## src/rtl/imm_extend_pipe.sv

```systemverilog
// -----------------------------------------------------------------------------
// imm_extend_pipe
//
// Purpose:
//   This block widens an IN_W-bit immediate to OUT_W bits for the ALU and
//   branch-target datapath. Results go into a 2-entry FIFO. Both sides of the
//   FIFO use valid/ready handshakes, so decode and execute can stall
//   independently of each other.
//
// Ports:
//   clk        system clock, rising edge
//   rst        synchronous, active-high reset
//   in_valid   in_imm/in_mode carry a request this cycle
//   in_ready   block accepts a request this cycle
//               (depends only on the registered count)
//   in_imm     raw immediate, IN_W bits
//   in_mode    00 sign-ext, 01 zero-ext, 10 sign-ext << SHIFT, 11 upper-load
//   out_valid  out_data/out_sign hold the head entry
//   out_ready  consumer takes the head entry this cycle
//   out_data   extended result at the head of the queue (0 when empty)
//   out_sign   MSB of the original immediate of the head entry (0 when empty)
// -----------------------------------------------------------------------------
module imm_extend_pipe #(
  parameter int IN_W  = 16,
  parameter int OUT_W = 32,
  parameter int SHIFT = 2
) (
  input  logic             clk,
  input  logic             rst,
  input  logic             in_valid,
  output logic             in_ready,
  input  logic [IN_W-1:0]  in_imm,
  input  logic [1:0]       in_mode,
  output logic             out_valid,
  input  logic             out_ready,
  output logic [OUT_W-1:0] out_data,
  output logic             out_sign
);

  // Reject parameter sets that cannot hold the shifted result.
  generate
    if (IN_W < 2) begin : g_bad_in_w
      $fatal(1, "imm_extend_pipe: IN_W must be >= 2");
    end
    if (OUT_W < IN_W + SHIFT) begin : g_bad_out_w
      $fatal(1, "imm_extend_pipe: OUT_W must be >= IN_W + SHIFT");
    end
  endgenerate

  localparam int EW = OUT_W + 1;  // stored entry: {sign, data}

  // ---------------------------------------------------------------------------
  // Extension arithmetic
  // ---------------------------------------------------------------------------
  logic [OUT_W-1:0] sext;
  logic [OUT_W-1:0] zext;
  logic [OUT_W-1:0] ext_res;

  always_comb begin
    // The size casts also cover OUT_W == IN_W, where a zero-width
    // replication would be illegal.
    sext = OUT_W'($signed(in_imm));
    zext = OUT_W'(in_imm);
    case (in_mode)
      2'b00:   ext_res = sext;
      2'b01:   ext_res = zext;
      2'b10:   ext_res = sext << SHIFT;
      default: ext_res = zext << (OUT_W - IN_W);
    endcase
  end

  // ---------------------------------------------------------------------------
  // Two-entry queue. Entry 0 is always the head.
  // ---------------------------------------------------------------------------
  logic [1:0]    count_q, count_d;
  logic [EW-1:0] ent_q [2];
  logic [EW-1:0] ent_d [2];
  logic [EW-1:0] new_ent;
  logic          push;
  logic          pop;

  assign new_ent   = {in_imm[IN_W-1], ext_res};
  assign out_valid = (count_q != 2'd0);
  // Only the registered count and the reset gate this signal.
  // out_ready has no path to it, so a FULL queue refuses a push even
  // in a cycle where it pops.
  assign in_ready  = !rst && (count_q != 2'd2);
  assign push      = in_valid && in_ready;
  assign pop       = out_valid && out_ready;

  always_comb begin
    count_d  = count_q;
    ent_d[0] = ent_q[0];
    ent_d[1] = ent_q[1];
    case (count_q)
      2'd0: begin
        if (push) begin
          ent_d[0] = new_ent;
          count_d  = 2'd1;
        end
      end
      2'd1: begin
        if (push && pop) begin
          // The head leaves and the new entry takes its place.
          ent_d[0] = new_ent;
        end else if (push) begin
          ent_d[1] = new_ent;
          count_d  = 2'd2;
        end else if (pop) begin
          count_d  = 2'd0;
        end
      end
      2'd2: begin
        if (pop) begin
          ent_d[0] = ent_q[1];
          count_d  = 2'd1;
        end
      end
      default: count_d = 2'd0;
    endcase
  end

  always_ff @(posedge clk) begin
    if (rst) begin
      count_q  <= 2'd0;
      ent_q[0] <= '0;
      ent_q[1] <= '0;
    end else begin
      count_q  <= count_d;
      ent_q[0] <= ent_d[0];
      ent_q[1] <= ent_d[1];
    end
  end

  // A popped head is left in place, so mask the outputs when the queue is
  // empty.
  assign out_data = out_valid ? ent_q[0][OUT_W-1:0] : '0;
  assign out_sign = out_valid ? ent_q[0][OUT_W]     : 1'b0;

endmodule

```

## config.mk

```make
export PLATFORM = sky130hd
export DESIGN_NAME = imm_extend_pipe
export DESIGN_NICKNAME = d
export VERILOG_FILES = /design/src/rtl/imm_extend_pipe.sv
export SDC_FILE = /design/constraint.sdc
export NUM_CORES = 1
export LEC_CHECK = 0
export ABC_AREA = 0
export CAP_MARGIN = 0
export CORE_MARGIN = 8
export CORE_UTILIZATION = 57
export CTS_CLUSTER_SIZE = 10
export DETAILED_ROUTE_END_ITERATION = 8
export PLACE_DENSITY = 0.83
export RECOVER_POWER = 50
export SLEW_MARGIN = 15
export SYNTH_ARGS = -nofsm -noshare
export SYNTH_HDL_FRONTEND = slang
export SYNTH_SLANG_ARGS = --single-unit
```

## constraint.sdc

```tcl
create_clock -name clk -period 2.4 [get_ports clk]
set_input_delay 0.36 -clock clk [delete_from_list [all_inputs] [get_ports clk]]
set_output_delay 0.36 -clock clk [all_outputs]
set_load 0.05 [all_outputs]
```

Word-level counts from Yosys, hierarchy flattened
Memories as Yosys holds them, arrays and structs flattened. Cells that the tools add are included.

Eq/ne operators: 9. Multiplexer cells: 21. Bitwise operators: 2. Reduce and logical (&&, ||, !) cells: 9.

Operator list (number): 33-bit 2-to-1 mux (8); 33-bit one-hot mux with 3 select lines (1); 32-bit one-hot mux with 3 select lines (1); 32-bit 2-to-1 mux (1); 2-bit 2-to-1 mux (5); 2-bit inequality test (second input constant) (4); 2-bit one-hot mux with 3 select lines (1); 2-bit by 1-bit equality test with 1-bit output (second input constant) (2); 2-bit equality test (second input constant) (2); 1-bit logical AND (4); 2-bit zero test (2); 1-bit 2-to-1 mux (4); 4-bit AND reduction (1); 3-bit inequality test (second input constant) (1); 1-bit OR (2); 2-bit nonzero test (1); 1-bit zero test (1).

Register bits: 2. Bits in writable memories: 66. Input bits: 22. Output and inout port bits: 35. Logic and storage cells: 43. Memories: 1.

Memories: ent_q (words 2, bits a word 33, rd ports 2, clocked after memory_dff 0, write ports 2, RTL line 76) `logic [EW-1:0] ent_q [2];`.

Longest topological paths before layout
Gate-level depths: netlist (run 1).

Depth after elaboration: 7. Mapped depth: 6. Depth with buffers taken out: 3.

Least setup slack after synthesis (run 1)
Ideal clock, no wire load.

Kind: register -> output. From: register count_q[1]. To: output in_ready. Data arrival time: 1528 ps. Required time: 2040 ps. Setup slack: 512 ps. Cell stages (with the launch flop): 6. Path buffers: 3. Cells stage by stage: dfxtp_1 -> buf_6 -> nor2b_1 -> buf_4 -> buf_2 -> nor2_1.

Longest elaborated chain between the ends: 2.

RTL lines: start, declared (RTL line 75) `logic [1:0] count_q, count_d;`; start signal, assigned (RTL line 129) `count_q <= count_d;`; 2-bit inequality test (RTL line 87) `assign in_ready = !rst && (count_q != 2'd2);`; 1-bit logical AND (RTL line 87); end, declared (RTL line 31) `output logic in_ready,`.

Every way passes these cells.

==> flow_summary.ini, run 1 <==
[cts]
cts.clk_slew.worst_paths_ns = 0.08
cts_num_sinks = 68
cts_tree = built
postCtsSetupBuffers = 0
cts_resized = 0
cts-buffers-inserted = 9
cts-hold-fix-buffers = 0
cts-htree-levels = 3
clock_tree.root_cell = clkbuf_8
worst_skew_pair.late_latency_ns = 0.34
cts_buffer_depth = 2

[hold_path]
hold-path-cell-count = 1
min-delay-start = ent_q[0][4]$_SDFFE_PP0P_
hold_end = ent_q[0][4]$_SDFFE_PP0P_
hold_path_class = flop to flop

[power]
vdd_drop_max_v = 0.000465
power.leakage_nw = 1.62
powerDensity_nw_per_um2 = 616

[worst_setup_path]
startpoint_type = input port
max_stage_delay_ns = 0.63
cp_max_fo = 32
r2r_start = count_q[1]$_SDFFE_PP0P_
rrSetupSlack_ns = 0.34
critPathCaptureType = flop
worst-setup-path-type = input port to flop
path_buf_inv = 3
path_cells = clkdlybuf4s50_1 > buf_4 > nor3b_2 > clkbuf_1 > a21oi_1 > a211oi_1
rr_worst_depth = 4
worst_ep_required_time_ns = 2.65
critical-path-top-delay-family = buffers and inverters
critPathArrivalTime_ns = 2.47
crit_slowest_cell = clkbuf_1
r2r-end = ent_q[0][13]$_SDFFE_PP0P_

[yosys]
ys_seq_area_share_pct = 38.0
synth_fp_nets = 414
synth_warnings = 0
syn_inst = 392
netlist_area_um2 = 3580
avgSynthCellArea_um2 = 9.14
yosysTopAreaCell = dfxtp_1
synth.distinct_cells = 35
yosys-top-cells-area = dfxtp_1, nor2b_1, a21oi_1
ys_seq_elements = 68
synth.top_cell.area_share_pct = 38.0

[route]
vias = 3320
wire_per_inst_um = 19.2
drtAntennaViolNets = 0
totalWireLength_um = 10000
dr.first_iter.drc_count = 249
viasPerCell = 6.37
first_pass_iters = 5
drc = 0

[global_route]
grt_pass1_vias = 3251
grt_most_used_layer = met2
grt_max_degree = 34
antenna_found_initial = 0
grt_overflow = 0
use_met3_pct = 5.35
grt_first_pass_wirelength_um = 16500
grt_util_met2_pct = 37.9
grt_use_met1_pct = 28.4
grt_use_total_pct = 23.0

[finish]
diodes = 0
drive_gt1_share_pct = 17.8
seq_area_um2 = 1360
nFillCells = 518
multi_input_comb_area_um2 = 1950
final_area_um2 = 4270
fin_nets = 461
area_growth_pct = 19.3

[floorplanning]
die_w_um = 95.3
initial_core_util_pct = 57.7
die_area_um2 = 9070
io_pins = 57
die_h_um = 95.3
core_area_um2 = 6200
std_cell_rows = 29

[outcome]
outcome = finished clean

[flow_run]
maxCapViolations = 0

[sta]
max_freq_ghz = 0.451
finalCritPeriodShare_pct = 92.3
drv_slew = 0
hold_violations = 0
rsz0062_at_grt = no
relSlewSlack_pct = 47.0
tightest_slew_ns = 0.794
finalSetupViolations = 0
setup_tns_ns = 0
period_needed_ns = 2.22
skew_ns = 0.00615

[placement]
placed_area_um2 = 4160
hpwl_um = 6670
gp_congestion = 0.871
io_buffers = 56
## per-stage QoR
step / std cells / power, mW / setup slack (ns) / utilization (%) / hold slack (ns)
after floorplan: 392 / 1.64 / 0.512 / - / 0.434
after global placement: 505 / 1.81 / 0.328 / 67.0 / 0.442
after detailed placement: 505 / 1.83 / 0.270 / 67.0 / 0.446
after CTS: 521 / 2.65 / 0.156 / 69.7 / 0.463
after global routing: 521 / 2.74 / 0.0646 / 68.8 / 0.482
final: 521 / 2.63 / 0.184 / 68.8 / 0.461
## cell type report
type | count | area share [%]
timing repair buffer | 80 | 16.0
tap | 77 | 2.26
inverter | 2 | 0.176
clock inverter | 5 | 0.645
multi-input combinational | 278 | 45.7
clock buffer | 11 | 3.31
sequential | 68 | 31.9
## logic make-up (layout without fill, tap and decap cells)
group	Yosys count	count (layout)	share of synthesized area [%]
compound gates	162	162	33.4
flops	68	68	38.0
mux	5	5	1.57
buf+inv	46	98	7.23
simple gates	111	111	19.8
## power breakdown
| part | switching [mW] | internal (mW) | total, mW |
|---|---|---|---|
| registers | 0.0352 | 1.19 | 1.23 |
| clock network | 0.440 | 0.396 | 0.836 |
| logic | 0.336 | 0.234 | 0.570 |
## state kept, by name, indices dropped and copies added (netlist names)
register,flops
ent_q,66
count_q,2
## cell usage after synthesis
master and number:
nand4_1 1, buf_6 5, nor4_1 4, nand2b_1 31, mux2_2 1, clkbuf_1 14, a32o_1 29, or3_4 1
nor2_1 4, a221oi_4 1, mux2i_1 3, nand2_1 3, and3b_1 1, nor3b_2 1, a211o_1 29, or3b_1 2
buf_2 18, nand3b_1 1, buf_4 7, o21ai_0 4, a311oi_2 1, and4bb_1 1, a211oi_1 29, mux2_4 1
inv_1 2, nor3b_1 1, dfxtp_1 68, and2_1 1, a21o_1 2, nor2b_1 54, a21oi_1 64, nor4b_2 1
nor3_1 1, a211oi_2 3, nand3_1 3
## worst register-to-register path: cells and delay by family (launching register included)
family	cells	cell delay [ns]
AOI/OAI and AO/OA	1	0.27
buffers and inverters	1	0.40
DFF	1	0.55
and+or+nand+nor	2	0.74
## layer usage
metal,vias up,part of all wire [%]
met1,1602,43
li1,1556,-
met5,-,0
met2,146,48
met4,0,1.4
met3,16,8.3
## how the worst max path moves through the flow
stage | start | endpoint | slack, ns | depth (start not counted)
floorplan | count_q[1]$_SDFFE_PP0P_ | in_ready | 0.51 | 5
global placement | rst | ent_q[0][12]$_SDFFE_PP0P_ | 0.33 | 6
detailed placement | rst | ent_q[0][11]$_SDFFE_PP0P_ | 0.27 | 5
CTS | count_q[0]$_SDFFE_PP0P_ | out_valid | 0.16 | 3
global route | rst | ent_q[0][39]$_SDFFE_PP0P_ | 0.06 | 6
finish | rst | ent_q[0][39]$_SDFFE_PP0P_ | 0.18 | 6
## cell usage in the layout (no fill, tap or decap), drive strengths merged, types with 4 or more instances in the layout
master         instances
dfxtp                 68
a21oi                 64
nor2b                 54
buf                   50
a211oi                32
nand2b                31
a211o                 29
a32o                  29
clkdlybuf4s50         21
clkbuf                19
nor4                   4
o21ai                  4
clkinv                 4
nor2                   4
(Power assumes the default switching activity.)
==> run 2, diff against run 1 <==
--- a/config.mk
+++ b/config.mk
@@ -8,10 +8,10 @@
 export ABC_AREA = 0
 export CAP_MARGIN = 0
 export CORE_MARGIN = 8
-export CORE_UTILIZATION = 57
+export CORE_UTILIZATION = 54
 export CTS_CLUSTER_SIZE = 10
 export DETAILED_ROUTE_END_ITERATION = 8
-export PLACE_DENSITY = 0.83
+export PLACE_DENSITY = 0.79
 export RECOVER_POWER = 50
 export SLEW_MARGIN = 15
 export SYNTH_ARGS = -nofsm -noshare
==> constraint.sdc (replaced) <==
create_clock -name clk -period 2.1 [get_ports clk]
set_input_delay 0.315 -clock clk [delete_from_list [all_inputs] [get_ports clk]]
set_output_delay 0.315 -clock clk [all_outputs]
set_load 0.05 [all_outputs]
==> run 2 against run 1 <==
Against the previous run: cell area increased by 1.6%; global-route usage down 2.6 points; first-iteration DRC count decreased by 8.0%; utilization down 0.92 points; die area increased by 4.6%; worst hold slack got worse by 0.027 ns; total power up 24%; largest power group unchanged.
==> flow_summary.ini, run 2 (synthesis results as in run 1) <==
[outcome]
outcome = finished clean

[cts]
cts_buffer_depth = 2
cts-hold-fix-buffers = 0
cts-buffers-inserted = 9
cts.clk_slew.worst_paths_ns = 0.07
cts_tree = built
worst_skew_pair.late_latency_ns = 0.34
cts_num_sinks = 68
clock_tree.root_cell = clkbuf_8
cts-htree-levels = 3

[route]
vias = 3274
drc = 0
totalWireLength_um = 9850
first_pass_iters = 5
wire_per_inst_um = 19.0
drtAntennaViolNets = 0
dr.first_iter.drc_count = 229
viasPerCell = 6.31

[sta]
drv_slew = 0
period_needed_ns = 1.89
tightest_slew_ns = 0.618
finalCritPeriodShare_pct = 90.2
skew_ns = 0.00896
hold_violations = 0
setup_tns_ns = 0
max_freq_ghz = 0.528
rsz0062_at_grt = no
relSlewSlack_pct = 59.0
finalSetupViolations = 0

[finish]
diodes = 0
drive_gt1_share_pct = 16.3
layout_common_cells = dfxtp_1, a21oi_1, nor2b_1, buf_4
stdcell_count = 519
fin_nets = 459
largest-register = ent_q
layout_commonest_cell = dfxtp_1
multi_input_comb_area_um2 = 1940
largest_reg_flops = 66
seq_area_um2 = 1360
top_regs = ent_q x66, count_q x2
area_growth_pct = 21.1
fin_util_pct = 67.9
nFillCells = 547

[worst_setup_path]
critPathCaptureType = flop
cp_max_fo = 29
rrSetupSlack_ns = 0.28
max_stage_delay_ns = 0.64
worst_ep_required_time_ns = 2.38
path_cells = dlygate4sd3_1 > mux2_1 > a221oi_1 > buf_12 > a32o_1
startpoint_type = input port
crit_slowest_cell = dlygate4sd3_1
critPathArrivalTime_ns = 2.18
worst-setup-path-type = input port to flop

[power]
vdd_drop_max_v = 0.000550
powerDensity_nw_per_um2 = 750
power.leakage_nw = 1.63

[floorplanning]
die_area_um2 = 9490
std_cell_rows = 29
core_area_um2 = 6390
die_w_um = 97.4
initial_core_util_pct = 56.1
io_pins = 57
die_h_um = 97.4

[placement]
dpl.cell_count = 501
gp_congestion = 0.796
hpwl_um = 6380
io_buffers = 56

[hold_path]
hold_path_class = input port to flop

[flow_run]
maxCapViolations = 0

[global_route]
grt_first_pass_wirelength_um = 16200
grt_max_degree = 43
grt_overflow = 0
grt_pass1_vias = 3163
grt_use_total_pct = 20.5
antenna_found_initial = 0
==> run 2: changes by cell type in the layout (fill, tap and decap cells not counted), sizes merged <==
cell and delta:
dlygate4sd3 +1, clkbuf +1, bufinv +2, clkinv -3
clkdlybuf4s50 -3
==> run 2: layer usage <==
layer  vias up  GRT usage (%)  routed length [µm]
li1       1548              -                   -
met1      1565           25.0                4100
met2       142           32.8                4640
met3        19           5.41                 870
met4         0           9.21                 229
met5         -              0                   0
==> run 2: final timing paths <==
path | depth (start not counted) | startpoint | end
setup / recovery | 5 | out_ready | ent_q[0][18]$_SDFFE_PP0P_
hold / removal | 3 | rst | ent_q[0][0]$_SDFFE_PP0P_
setup reg to reg | 5 | count_q[1]$_SDFFE_PP0P_ | ent_q[0][18]$_SDFFE_PP0P_
hold reg to reg | 1 | ent_q[0][26]$_SDFFE_PP0P_ | ent_q[0][26]$_SDFFE_PP0P_
==> run 2: power by group <==
group	internal, mW	leakage (nW)	switching (mW)
Combinational	0.274	0.965	0.387
Sequential	1.36	0.555	0.0344
Clock	0.700	0.107	0.495
==> run 2: timing repair <==
item / CTS / global route
setup endpoints to repair: 16 / 7
gates resized for setup: 1 / 0
buffers inserted: 0 / 2
pin swaps: 0 / 1
==> run 2: metrics by stage <==
stage          hold WS [ns]  cell area (µm²)  setup WS [ns]  power [mW]
2_1_floorplan         0.392             3580          0.257        1.87
3_3_place_gp          0.443             4170          0.134        2.08
3_5_place_dp          0.446             4170         0.0917        2.09
4_1_cts               0.424             4390         0.0692        3.28
5_1_grt               0.432             4340          0.138        3.39
6_report              0.434             4340          0.207        3.25
==> run 2: critical path, delay by kind of cell <==
kind | cells | cell delay, ns
multiplexers | 1 | 0.38
buffers and inverters | 2 | 0.89
AO/OA/AOI/OAI | 2 | 0.57
==> run 2: final cells by class <==
class	instances	share of cell area, %
clock buffers	12	3.35
clock inverters	4	1.67
inverters	2	0.173
multi-input cells	278	44.7
flip-flops and latches	68	31.4
well taps	77	2.22
repair buffers	78	16.5
==> run 3, diff against run 2 <==
--- a/config.mk
+++ b/config.mk
@@ -13,7 +13,6 @@
 export DETAILED_ROUTE_END_ITERATION = 8
 export PLACE_DENSITY = 0.79
 export RECOVER_POWER = 50
-export SLEW_MARGIN = 15
 export SYNTH_ARGS = -nofsm -noshare
 export SYNTH_HDL_FRONTEND = slang
 export SYNTH_SLANG_ARGS = --single-unit
==> results of run 3 <==
No change in the layout: final DEF, timing and power equal those of run 2.
==> RTL change 1, RTL diff (config.mk and constraints of run 3) <==
Set the parameter `OUT_W` to 24 (it was 32).
--- a/src/rtl/imm_extend_pipe.sv
+++ b/src/rtl/imm_extend_pipe.sv
@@ -22,7 +22,7 @@
 // -----------------------------------------------------------------------------
 module imm_extend_pipe #(
   parameter int IN_W  = 16,
-  parameter int OUT_W = 32,
+  parameter int OUT_W = 24,
   parameter int SHIFT = 2
 ) (
   input  logic             clk,
Interface: changed (resized out_data); port bits go from 57 to 49. No check against the original RTL was run, so the function may have changed too.
==> RTL change 1 against run 3 <==
  * Synthesized area fell by 22%
  * Wire length shrank 33%
  * Setup slack worse by 15 ps
  * Maximum frequency decreased by 0.79%
  * Clock skew down 4.7 ps
  * Non-clock buffer count fell by 8
  * Sequential cell count down 16
  * First-iteration DRC count down 31%
  * Largest cell class unchanged
  * Total power fell by 32%
  * Cell area down 23%
==> RTL change 1: results (changes against run 3) <==
Place
  • Final Wtd Congestion: 0.854 (was 0.796)
  • Pre-CTS WS: -20.4 ps (was 91.7 ps)
  • Detailed placement HPWL: 4.92 mm (was 6.38 mm)
  • PortBufs: 48 (was 56)

Cells and area
  • Final net count: 398 (was 459)
  • Filler cells: 445 (was 547)
  • Fraction of layout cells with a size suffix above 1: 16.7% (was 16.3%)
  • ANT cells: 0 (unchanged)
  • Largest regs: ent_q: 50 flops, count_q: 2 flops (was ent_q: 66 flops, count_q: 2 flops)

Critical path
  • CP top delay family: buffers and inverters (unchanged)
  • Crit path largest cell delay: 510 ps (was 640 ps)
  • R2R cell count: 5 (unchanged)
  • Slowest CP cell: dfxtp_1 (was dlygate4sd3_1)
  • Crit-path max FO: 14 (was 29)
  • Critical Path AT: 1590 ps (was 2180 ps)

Synth
  • Top post-synthesis cells by count: nor2_1 (61), dfxtp_1 (52), nor2b_1 (29) (was dfxtp_1 (68), a21oi_1 (64), nor2b_1 (54))
  • Area leader, netlist: dfxtp_1 (unchanged)
  • Asr flop ratio synth: 0% (unchanged)
  • Synth area leaders: dfxtp_1 (37%), mux2i_1 (8.6%), nor2_1 (8.2%), nor2b_1 (6.5%), a21oi_1 (3.4%) (was dfxtp_1 (38%), nor2b_1 (9.4%), a21oi_1 (8.9%), a32o_1 (8.1%), a211o_1 (7.1%))
  • Net Count, Synth: 353 (was 414)
  • Synth cell types: 34 (was 35)
  • Register area share after synthesis: 37.4% (was 38.0%)

Drt
  • Starting DRT DRC Count: 159 (was 229)
  • Vias per std cell: 5.49 (was 6.31)
  • Drt wl/cell: 14.8 um (was 19.0 um)
  • First-pass DRT Iterations: 4 (was 5)

Pwr
  • VDD IR max: 0.360 mV (was 0.550 mV)
  • Switching fraction of total power: 28.5% (was 28.2%)
  • Leak Pwr: 1.31 nW (was 1.63 nW)

Run status
  • Status: complete, no violations (unchanged)

Clock network
  • CTS max path bufs: 2 (unchanged)
  • Post-CTS sizing: 0 (was 1)
  • CTS buffer count: 5 (was 9)
  • Reg clk slew, reported paths: 90 ps (was 70 ps)
  • H-tree Lvls: 2 (was 3)
  • Worst-skew pair later-pin latency: 300 ps (was 340 ps)

Timing
  • Final setup skew: 4.22 ps (was 8.96 ps)
  • Worst-margin pin slew: 729 ps (was 618 ps)

Hold path
  • Worst hold stages: 2 (was 3)
  • HP Class: input port to flop (unchanged)

GRT
  • First-pass GRT wire length: 11.2 mm (was 16.2 mm)
  • Initial antenna violation count: 0 (unchanged)
  • Number of global-route vias before repair: 2377 (was 3163)
  • All-Layer GR Usage: 18.1% (was 20.5%)
  • Pin count of the biggest net entering global routing: 45 (was 43)
==> RTL change 1: changes by cell type after synthesis, moves of 25 or more <==
cell      change
a21oi_1      -45
a211oi_1     -28
nor2_1       +57
nor2b_1      -25
a211o_1      -29
a32o_1       -29
==> RTL change 1: power by group through the flow <==
| stage | sequential, W | combinational, W | clock, W |
|---|---|---|---|
| 6_report | 0.00106 | 0.000485 | 0.000676 |
| 5_1_grt | 0.00107 | 0.000528 | 0.000724 |
| 4_1_cts | 0.00106 | 0.000497 | 0.000691 |
| 3_5_place_dp | 0.00108 | 0.000495 | 0 |
| 3_3_place_gp | 0.00108 | 0.000490 | 0 |
| 2_1_floorplan | 0.00108 | 0.000337 | 0 |
==> RTL change 1: metrics by stage <==
step                power [W]  cells  setup TNS [ps]  cell area [um2]
floorplan             0.00141    331               0             2780
global placement      0.00157    439               0             3300
detailed placement    0.00158    439           -20.4             3300
CTS                   0.00225    447               0             3410
global route          0.00232    447               0             3360
finish                0.00222    447               0             3360
==> RTL change 1: layout make-up <==
class                   instances  area, um2  area share (%)
well taps                      70       87.6            2.61
clock inverters                 2       35.0            1.04
clock buffers                   6       72.6            2.16
multi-input cells             244       1560            46.5
inverters                       3       11.3           0.335
flip-flops and latches         52       1040            31.0
repair buffers                 70        551            16.4
==> RTL change 1: kinds of logic (layout without fill, tap and decap cells) <==
kind of cell / count (synthesis) / count (layout) / share of synthesized area (%)
buf+inv: 35 / 81 / 6.88
flops: 52 / 52 / 37.4
mux: 24 / 24 / 8.63
simple gates: 148 / 148 / 27.4
compound gates: 72 / 72 / 19.7
==> RTL change 1: path summary, 6_finish.rpt <==
check              start           end  slack, ps
max reg2reg   count_q[1]  ent_q[0][21]        280
min reg2reg  ent_q[0][3]   ent_q[0][3]        480
max           count_q[1]  out_data[18]        190
min                  rst    count_q[0]        230
==> RTL change 1: metal layers <==
layer,global-route usage [%],vias up,routed length (um)
met5,0,-,0
met4,6.88,0,112
met3,2.81,10,272
met2,31.7,59,3340
met1,21.4,1131,2910
li1,-,1254,-
==> RTL change 2, RTL diff (settings of run 3) <==
Without the edit above. Register the input `in_mode` before use, without a reset. The logic sees it one clock later. The other inputs are not delayed to match. Comments in the files are not updated.
--- a/src/rtl/imm_extend_pipe.sv
+++ b/src/rtl/imm_extend_pipe.sv
@@ -37,6 +37,12 @@
   output logic             out_sign
 );
 
+  logic [1:0] in_mode_q;
+
+  always_ff @(posedge clk) begin
+    in_mode_q <= in_mode;
+  end
+
   // Reject parameter sets that cannot hold the shifted result.
   generate
     if (IN_W < 2) begin : g_bad_in_w
@@ -61,7 +67,7 @@
     // replication would be illegal.
     sext = OUT_W'($signed(in_imm));
     zext = OUT_W'(in_imm);
-    case (in_mode)
+    case (in_mode_q)
       2'b00:   ext_res = sext;
       2'b01:   ext_res = zext;
       2'b10:   ext_res = sext << SHIFT;
Function: changed (a bounded check fails within 4 cycles, from zero or initial values and one cycle with rst high).
==> RTL change 2 against run 3 <==
  * Maximum frequency down 4.1%
  * Sequential share of layout area down 0.19 points
  * Cell area up 3.6%
  * Register-to-register slack worse by 70 ps
  * Wire length up 7.5%
  * Synthesized area up 5.0%
  * Count of clock-buffer cells in the layout up 1
  * Global-route usage up 1.2 points
  * Total power down 2.4%
  * Critical path depth down 1
  * Sequential cell count up 2
  * Setup slack worse by 80 ps
  * Critical path type is now flop to output port
  * Largest cell class unchanged
==> RTL change 2: results (changes against run 3) <==
Critical path
  • Slowest CP cell: nor2_4 (was dlygate4sd3_1)
  • Critical Path AT: 1660 ps (was 2180 ps)
  • Critical R2R Launch: count_q[0] (was count_q[1])
  • R2R Setup Slk: 210 ps (was 280 ps)

Place
  • Detailed placement HPWL: 6.93 mm (was 6.38 mm)
  • Pre-CTS WS: 133 ps (was 91.7 ps)
  • Cells after DPL: 544 (was 501)

Synth
  • Compound-Gate Fraction of Synth Area: 38.4% (was 33.4%)
  • Mux contribution to synthesized area: 1.10% (was 1.57%)
  • Avg Inst Size Synth: 8.62 um2 (was 9.14 um2)
  • Top post-synthesis cells by count: dfxtp_1 (70), a211oi_1 (66), a21oi_1 (64) (was dfxtp_1 (68), a21oi_1 (64), nor2b_1 (54))
  • FF+latch count, synth: 70 (was 68)
  • Register area share after synthesis: 37.3% (was 38.0%)

Cells and area
  • Multi-input combinational cell count: 305 (was 278)
  • Clock tree cell share of total cell area: 4.48% (was 5.02%)
  • Inverter count: 4 (was 2)
  • Multi-input logic area: 2050 um2 (was 1940 um2)
  • Largest regs: ent_q: 66 flops, count_q: 2 flops, in_mode_q: 2 flops (was ent_q: 66 flops, count_q: 2 flops)
  • Buffers, non-clock: 85 (was 78)
  • Multi-input logic portion of the cell area: 45.7% (was 44.7%)
  • Filler cells: 579 (was 547)

Pwr
  • Leak Pwr: 1.63 nW (about the same)
  • PwrDens: 707 nW/um2 (was 750 nW/um2)
  • Switching fraction of total power: 29.6% (was 28.2%)

GRT
  • GR met2 Demand/Resource: 34.1% (was 32.8%)
  • Number of global-route vias before repair: 3492 (was 3163)
  • Grt met3 use: 5.73% (was 5.41%)
  • All-Layer GR Usage: 21.7% (was 20.5%)

Timing
  • Worst-margin pin slew: 758 ps (was 618 ps)
  • Final setup skew: 9.28 ps (was 8.96 ps)

Floorplan
  • Tap Count: 80 (was 77)

Drt
  • Starting DRT DRC Count: 347 (was 229)
  • Met3 wire length: 813 um (was 870 um)
  • Metal-1 WL: 4.59 mm (was 4.10 mm)
  • Met2 routed wirelength: 5.00 mm (was 4.64 mm)

Run status
  • Status: complete, no violations (unchanged)

Hold path
  • Hold worst-path end: ent_q[0][65] (was ent_q[0][0])
==> RTL change 2: cell count changes in the layout (fill, tap and decap cells not counted), sizes merged, moves of 3 or more <==
cell / run 3 / this run
nor2: 4 / 32
buf: 50 / 61
o2111ai: 0 / 28
nor4: 4 / 0
o41ai: 0 / 28
a211oi: 32 / 66
a32o: 29 / 0
nand2b: 31 / 4
clkbuf: 20 / 17
a211o: 29 / 0
==> RTL change 2: worst max path at each step <==
| stage | start | endpoint | slack, ps | depth (start not counted) |
|---|---|---|---|---|
| 5_1_grt | count_q[1] | out_data[20] | 5 | 4 |
| 6_report | count_q[1] | out_data[20] | 130 | 4 |
| 3_3_place_gp | in_valid | ent_q[0][60] | 180 | 5 |
| 4_1_cts | count_q[1] | out_data[20] | 100 | 4 |
| 2_1_floorplan | rst | in_ready | 250 | 4 |
| 3_5_place_dp | out_ready | ent_q[0][15] | 130 | 5 |
